File: config.mk
export PLATFORM = sky130hd
export DESIGN_NAME = lsu_dmem_ctrl
export DESIGN_NICKNAME = d
export VERILOG_FILES = /design/src/rtl/lsu_dmem_ctrl.sv
export SDC_FILE = /design/constraint.sdc
export NUM_CORES = 1
export LEC_CHECK = 0
export ABC_AREA = 1
export CAP_MARGIN = 10
export CORE_UTILIZATION = 50
export DETAILED_ROUTE_END_ITERATION = 8
export PLACE_DENSITY = 0.89
export SETUP_SLACK_MARGIN = 0.2
export SKIP_LAST_GASP = 1
export SYNTH_ARGS = -nofsm -noshare
export SYNTH_HDL_FRONTEND = slang
export SYNTH_SLANG_ARGS = --single-unit
File: constraint.sdc
create_clock -name clk -period 2.9 [get_ports clk]
set_input_delay 0.29 -clock clk [delete_from_list [all_inputs] [get_ports clk]]
set_output_delay 0.29 -clock clk [all_outputs]
set_load 0.05 [all_outputs]
File: src/rtl/lsu_dmem_ctrl.sv
// RV64 load/store unit front-end for a 64-bit, doubleword-indexed data memory.
// Sub-doubleword stores use read-modify-write; loads are lane-extracted and extended.
module lsu_dmem_ctrl #(
  parameter int DMEM_DEPTH = 1024
) (
  input  logic        clk,
  input  logic        rst,
  input  logic        req_valid,
  output logic        req_ready,
  input  logic        req_load,
  input  logic        req_store,
  input  logic [2:0]  req_funct3,
  input  logic [63:0] req_addr,
  input  logic [63:0] req_wdata,
  output logic        resp_done,
  output logic [63:0] resp_rdata,
  output logic        resp_fault,
  output logic        busy,
  output logic [63:0] dm_address,
  output logic [63:0] dm_WriteData,
  output logic        dm_MemRead,
  output logic        dm_MemWrite,
  input  logic [63:0] dm_ReadData
);

  localparam logic [63:0] DEPTH_W = 64'(DMEM_DEPTH);

  typedef enum logic [2:0] {
    IDLE,
    LOAD_RD,
    STORE_RD,
    STORE_WR,
    DONE
  } state_t;

  state_t      state_q, state_d;
  logic [63:0] addr_q, addr_d;
  logic [2:0]  funct3_q, funct3_d;
  logic [63:0] wdata_q, wdata_d;
  logic        is_load_q, is_load_d;
  logic        fault_q, fault_d;
  logic [63:0] data_q, data_d;

  // Request classification, evaluated on the raw inputs in IDLE
  logic req_illegal;
  logic req_misaligned;
  logic req_out_of_range;
  logic req_fault;

  always_comb begin
    req_misaligned = 1'b0;
    case (req_funct3[1:0])
      2'b00:   req_misaligned = 1'b0;
      2'b01:   req_misaligned = req_addr[0];
      2'b10:   req_misaligned = |req_addr[1:0];
      default: req_misaligned = |req_addr[2:0];
    endcase
  end

  assign req_illegal      = (req_load == req_store)
                          | (req_load & (req_funct3 == 3'b111))
                          | (req_store & req_funct3[2]);
  assign req_out_of_range = (req_addr >> 3) >= DEPTH_W;
  assign req_fault        = req_illegal | req_misaligned | req_out_of_range;

  // Byte-lane geometry of the latched access
  logic [2:0]  lane_k;
  logic [3:0]  nbytes;
  logic [7:0]  lane_en;
  logic [63:0] wdata_shift;
  logic [63:0] merged;
  logic [63:0] rd_shift;
  logic [63:0] load_ext;

  assign lane_k      = addr_q[2:0];
  assign nbytes      = 4'd1 << funct3_q[1:0];
  assign wdata_shift = wdata_q << {lane_k, 3'b000};
  assign rd_shift    = dm_ReadData >> {lane_k, 3'b000};

  generate
    for (genvar gi = 0; gi < 8; gi++) begin : g_lane
      assign lane_en[gi] = (4'(gi) >= {1'b0, lane_k}) &&
                           (4'(gi) < ({1'b0, lane_k} + nbytes));
      assign merged[8*gi +: 8] = lane_en[gi] ? wdata_shift[8*gi +: 8]
                                             : dm_ReadData[8*gi +: 8];
    end
  endgenerate

  always_comb begin
    load_ext = rd_shift;
    case (funct3_q)
      3'b000:  load_ext = {{56{rd_shift[7]}},  rd_shift[7:0]};
      3'b001:  load_ext = {{48{rd_shift[15]}}, rd_shift[15:0]};
      3'b010:  load_ext = {{32{rd_shift[31]}}, rd_shift[31:0]};
      3'b100:  load_ext = {56'd0, rd_shift[7:0]};
      3'b101:  load_ext = {48'd0, rd_shift[15:0]};
      3'b110:  load_ext = {32'd0, rd_shift[31:0]};
      default: load_ext = rd_shift;
    endcase
  end

  always_comb begin
    state_d   = state_q;
    addr_d    = addr_q;
    funct3_d  = funct3_q;
    wdata_d   = wdata_q;
    is_load_d = is_load_q;
    fault_d   = fault_q;
    data_d    = data_q;
    case (state_q)
      IDLE: begin
        if (req_valid) begin
          addr_d    = req_addr;
          funct3_d  = req_funct3;
          wdata_d   = req_wdata;
          is_load_d = req_load;
          fault_d   = req_fault;
          data_d    = 64'd0;
          if (req_fault) begin
            state_d = DONE;
          end else if (req_load) begin
            state_d = LOAD_RD;
          end else if (req_funct3 == 3'b011) begin
            // Full doubleword store needs no read of the old contents
            data_d  = req_wdata;
            state_d = STORE_WR;
          end else begin
            state_d = STORE_RD;
          end
        end
      end
      LOAD_RD: begin
        data_d  = load_ext;
        state_d = DONE;
      end
      STORE_RD: begin
        data_d  = merged;
        state_d = STORE_WR;
      end
      STORE_WR: state_d = DONE;
      DONE:     state_d = IDLE;
      default:  state_d = IDLE;
    endcase
  end

  always_ff @(posedge clk or negedge rst) begin
    if (!rst) begin
      state_q   <= IDLE;
      addr_q    <= 64'd0;
      funct3_q  <= 3'd0;
      wdata_q   <= 64'd0;
      is_load_q <= 1'b0;
      fault_q   <= 1'b0;
      data_q    <= 64'd0;
    end else begin
      state_q   <= state_d;
      addr_q    <= addr_d;
      funct3_q  <= funct3_d;
      wdata_q   <= wdata_d;
      is_load_q <= is_load_d;
      fault_q   <= fault_d;
      data_q    <= data_d;
    end
  end

  // Strobes decode straight from state so an asynchronous reset kills them at once
  logic mem_phase;
  assign mem_phase    = (state_q == LOAD_RD) || (state_q == STORE_RD) || (state_q == STORE_WR);
  assign req_ready    = (state_q == IDLE);
  assign busy         = (state_q != IDLE);
  assign dm_MemRead   = (state_q == LOAD_RD) || (state_q == STORE_RD);
  assign dm_MemWrite  = (state_q == STORE_WR);
  assign dm_address   = mem_phase ? {3'b000, addr_q[63:3]} : 64'd0;
  assign dm_WriteData = (state_q == STORE_WR) ? data_q : 64'd0;
  assign resp_done    = (state_q == DONE);
  assign resp_fault   = (state_q == DONE) && fault_q;
  assign resp_rdata   = ((state_q == DONE) && is_load_q && !fault_q) ? data_q : 64'd0;

endmodule

=== Word level (Yosys, flattened, before mapping) ===
Index checks and enable logic that the tools add are counted.

* Add/subtract/negate cells: 1
* $lt $le $gt $ge: 16
* Eq/ne operators: 15
* Shift-type cells: 3
* Muxes and demuxes: 23
* Bitwise operators: 6
* Reduce and logical (&&, ||, !) cells: 23

{| class="wikitable"
|+ Operator list
! cell !! number
|-
| 64-bit two-way mux || 6
|-
| 64-bit one-hot mux with 6 select lines || 1
|-
| 64-bit one-hot mux with 3 select lines || 1
|-
| 8-bit two-way mux || 8
|-
| 64-bit by 6-bit << shifter with 64-bit output || 1
|-
| 64-bit by 6-bit right shift with 64-bit output || 1
|-
| 61-bit by 11-bit greater-or-equal comparator with 1-bit output, second input constant || 1
|-
| 61-bit two-way mux || 1
|-
| 3-bit by 4-bit < comparator with 1-bit output, first input constant || 4
|-
| 3-bit equality test, second input constant || 5
|-
| 3-bit by 2-bit equality test with 1-bit output, second input constant || 4
|-
| 1-bit logical AND || 10
|-
| 3-bit greater-or-equal comparator, first input constant || 3
|-
| 3-bit one-hot mux with 3 select lines || 1
|-
| 1-bit by 4-bit < comparator with 1-bit output, first input constant || 2
|-
| 2-bit by 4-bit < comparator with 1-bit output, first input constant || 2
|-
| 3-bit by 1-bit equality test with 1-bit output, second input constant || 2
|-
| 1-bit by 3-bit greater-or-equal comparator with 1-bit output, first input constant || 2
|-
| 2-bit by 3-bit greater-or-equal comparator with 1-bit output, first input constant || 2
|-
| 3-bit zero test || 2
|-
| 3-bit two-way mux || 2
|-
| 3-bit nonzero test || 2
|-
| 3-bit by 4-bit adder with 4-bit output || 1
|-
| 1-bit OR || 4
|-
| other kinds (15) || 19
|}

* Register bits: 200
* Output and inout port bits: 198
* Word-level logic and storage cells: 94

=== Longest topological paths before layout ===
* Depth after elaboration: 9
* Gate-level depth with buffers: 15
* Mapped depth without buffers: 13

=== Worst setup path before layout ===
OpenSTA, ideal clock, no wires.

* Path kind: register to output
* Start point: reg state_q[0]
* End point: out resp_rdata[10]
* Data arrival time: 2.681 ns
* Setup slack: -0.071 ns
* Cell stages (with the launch flop): 7
* Path buffers: 1
* Path through: dfrtp_1 -> nor2_1 -> inv_2 -> nor2_1 -> nand3_1 -> clkbuf_1 -> nor2_1

* Longest elaborated chain between the ends: 4

{| class="wikitable"
|+ RTL lines
! element !! line !! source
|-
| start: declaration || 36 || <nowiki>state_t state_q, state_d;</nowiki>
|-
| start signal: assignment || 156 || <nowiki>state_q <= state_d;</nowiki>
|-
| 3-bit equality test || -- ||
|-
| net resp_done || 15 || <nowiki>output logic resp_done,</nowiki>
|-
| 1-bit logical AND (2 in a row) || 177 || <nowiki>assign resp_rdata = ((state_q == DONE) && is_load_q && !fault_q) ? data_q : 64'd0;</nowiki>
|-
| 64-bit two-way mux || 177 ||
|-
| end: declaration || 16 || <nowiki>output logic [63:0] resp_rdata,</nowiki>
|}

The timed path passes the listed nets, and every way through them passes these cells.

=== Worst setup path after layout ===
* Start point: reg addr_q[0]
* End point: reg data_q[28]

* Longest elaborated chain between the ends: 5
* Elaborated cells between the ends (all ways): 9

{| class="wikitable"
|+ RTL lines
! element !! line !! source
|-
| start: declaration || 37 || <nowiki>logic [63:0] addr_q, addr_d;</nowiki>
|-
| start signal: assignment || 157 || <nowiki>addr_q <= addr_d;</nowiki>
|-
| 3-bit by 4-bit adder with 4-bit output || 83 || <nowiki>(4'(gi) < ({1'b0, lane_k} + nbytes));</nowiki>
|-
| 2-bit by 4-bit < comparator with 1-bit output || 83 ||
|-
| 1-bit logical AND || 82 || <nowiki>assign lane_en[gi] = (4'(gi) >= {1'b0, lane_k}) &&</nowiki>
|-
| 8-bit two-way mux || 84 || <nowiki>assign merged[8*gi +: 8] = lane_en[gi] ? wdata_shift[8*gi +: 8]</nowiki>
|-
| 64-bit one-hot mux with 3 select lines * || 110 || <nowiki>case (state_q)</nowiki>
|-
| end signal: assignment || 162 || <nowiki>data_q <= data_d;</nowiki>
|-
| end: declaration || 42 || <nowiki>logic [63:0] data_q, data_d;</nowiki>
|}

Mark *: on every way between the ends. The rest lies on a longest branch, timed or not.
A chain may end at the register's enable or synchronous reset.

==> results.yml <==
logic_synthesis:
  synth-seq-cells: 200
  synth_area_um2: 16000
  avgSynthCellArea_um2: 5.92
  synth_edf_count: 0
  synth_warnings: 0
  yosysSeqAreaShare_pct: 31.2
  synth_cell_types: 42
  synthArstFlopShare_pct: 100
  syn_inst: 2705
  ys.flop_type: "dfrtp_1"
timing:
  hold_violations: 0
  finalSetupTns_ns: 0
  drv_slew: 0
  rsz0062_at_grt: "true"
  worst_pin_slew_ns: 0.842
  finalCritPeriodShare_pct: 91.1
  setup_viol: 0
  finalClockSkew_ns: 0.0194
  slew_headroom_pct: 43.8
  fin_hold_ws_ns: 0.357
  period_needed_ns: 2.64
  fmax_ghz: 0.378
  setup_slack_ns: 0.257
worst_setup_path:
  cp_slowest_cell: "o21ai_0"
  critPathBufInv: 1
  worstPathArrival_ns: 2.99
  slowest_delay_ns: 0.65
  crit_family: "simple AND/OR/NAND/NOR gates"
  cp_common_cell: "nand2_1"
  crit_required_ns: 3.25
  worst-setup-path-type: "flop to flop"
  end_kind: "flop"
  crit_path_max_fanout: 136
  start_kind: "flop"
  path_cells: "buf_12 -> nor2_1 -> nand2_1 -> nand2_1 -> o21ai_0 -> nand3_1 -> nand2_1 -> nand2_1 -> nor2_1 -> nor2_1"
power:
  pwr_density_cell_nw_per_um2: 1060
  p_comb_share_pct: 66.2
  clkPwrFrac_pct: 11.5
  p_leak_nw: 11.2
  p_sw_mw: 12.6
  internal_power_mw: 9.74
  seqPwrFrac_pct: 22.3
  ir_worst_vdd_mv: 0.665
  sw_frac_of_total_pct: 56.3
floorplan:
  dieArea_um2: 32800
  die_width_um: 181
  initial_core_util_pct: 50.8
  row_count: 65
  core_um2: 31600
  ios: 398
  die_h_um: 181
routing:
  drt_iter0_drc: 2796
  wl_mm: 77.2
  vias: 20425
  avgRoutedWirePerCell_um: 22.3
  first_pass_iters: 9
  ant_nets: 0
  via_per_inst: 5.91
  drc_errors: 2
final_layout:
  nNetsFinal: 3246
  fillers: 2810
  design_area_um2: 21100
  synthToLayoutAreaGrowth_pct: 31.7
  final_util_pct: 66.9
  drive_above_1_share_pct: 12.0
status:
  status: "finished, violations left"
  violations: "design-rule violations"
place:
  post-place-ws_ns: 0.210
  io_buffers: 394
  place_congestion: 1.12
  hpwl_mm: 58.5
  placed_cell_area_um2: 20500
global_route:
  gr-total-overflow: 0
  grt_pass1_wl_mm: 115
  grtUsageTotal_pct: 46.3
  grt_max_degree: 137
  antenna_found_initial: 1
  grt_pass1_vias: 19391
clock_tree:
  numCtsBuffers: 17
  clock_path_buffers: 2
  clkSlewWorstSetupHoldPaths_ns: 0.09
  clockRootBuffer: "clkbuf_16"
  clock-sinks: 200
  htreeDepth: 4
  cts_tree: "built"
  clkLatencyLatePin_ns: 0.46
min_path:
  hold_class: "primary input to async pin"
flow_run:
  maxCapViolCount: 0
==> per-layer routing <==
metal  GRT usage [%]  routed length (µm)
met5               0                   0
met4            34.1                6510
met3            9.39                8240
met2            72.5               34400
met1            56.8               28000
==> power by group through the flow <==
stage,logic (mW),registers (mW),clock network (mW)
4_1_cts,14.2,4.93,2.55
5_1_grt,15.7,5.07,2.66
3_3_place_gp,13.9,4.92,0
2_1_floorplan,9.05,4.62,0
3_5_place_dp,14.1,4.97,0
6_report,14.8,4.97,2.56
==> through the flow <==
| stage | power, mW | std cells |
|---|---|---|
| after detailed placement | 19.1 | 3424 |
| after CTS | 21.7 | 3457 |
| after floorplan | 13.7 | 2707 |
| after global placement | 18.9 | 3424 |
| after global routing | 23.4 | 3458 |
| final | 22.3 | 3458 |
==> kinds of logic (layout without fill, tap and decap cells) <==
logic type | Yosys count | count (layout) | synth area share, %
multiplexers | 3 | 3 | 0.211
buffers and inverters | 500 | 848 | 12.8
AND/OR/NAND/NOR | 1634 | 1634 | 42.8
other | 1 | 4 | 0.0234
flip-flops | 200 | 200 | 31.2
adder cells (fa/ha/maj) | 4 | 4 | 0.359
AO/OA/AOI/OAI | 363 | 363 | 12.6
==> state kept, by name, summed over array words and instances (netlist names) <==
signal     cells
addr_q        64
fault_q        1
state_q        3
funct3_q       3
data_q        64
wdata_q       64
is_load_q      1
==> final timing paths <==
kind                                   from     endpoint  slack [ns]  depth (start not counted)
worst max-delay path              addr_q[0]   data_q[28]        0.26                         10
worst max register to register    addr_q[0]   data_q[28]        0.26                         10
worst min-delay path                    rst    data_q[3]        0.36                          2
worst min register to register   data_q[63]   data_q[63]        0.50                          2
min in group clk                req_addr[3]    addr_q[3]        0.41                          3
max in group asynchronous               rst  wdata_q[39]        1.72                          3
==> repair_timing <==
item	in CTS	in global routing
hold buffers	1	0
gates resized for setup	42	36
endpoints found under the hold margin	46	0
endpoints found under the setup margin	72	74
cloned	0	0
buffers inserted	0	0
==> area by class of cell <==
class,instances,area (µm²),share of cell area (%)
tap,402,503,2.38
clock buffer,17,425,2.02
sequential,200,5010,23.7
timing repair buffer,492,4600,21.8
antenna,1,2.50,0.0119
inverter,324,1220,5.76
multi-input combinational,2007,9180,43.5
clock inverter,15,176,0.836
==> Yosys cell counts, types with 4 or more instances <==
cell      count  area share (%)
nor2_1      495              12
nor2_4        6            0.42
inv_1       314             7.4
a21oi_1      62             1.9
o21a_1       35             1.6
nand3_1     258             8.1
o211ai_1     27             1.3
or2_2         5            0.20
o21bai_1     11            0.52
buf_2        79             2.5
o21ai_1       5            0.16
clkbuf_1     70             1.6
nand2_2       6            0.23
nand3_2       4            0.25
buf_6         6            0.42
buf_4         9            0.42
inv_2         9            0.21
nand2_1     760              18
and2_1       14            0.55
buf_1        11            0.26
o21ai_0     219             6.8
dfrtp_1     200              31
nand4_1      69             2.7
==> placed cells by master, fill, tap and decap left out, types with 11 or more instances in the layout <==
cell	count
dfrtp_1	198
nor2_1	429
buf_12	15
dlygate4sd2_1	41
nand4_1	69
o211ai_1	27
nor2_2	64
a21oi_1	62
buf_4	202
dlymetal6s2s_1	28
clkbuf_16	17
o21a_1	35
o21ai_0	218
clkdlybuf4s50_1	203
nand2_1	756
nand3_1	257
o21bai_1	11
inv_1	314
and2_1	14
(Power assumes the default switching activity.)
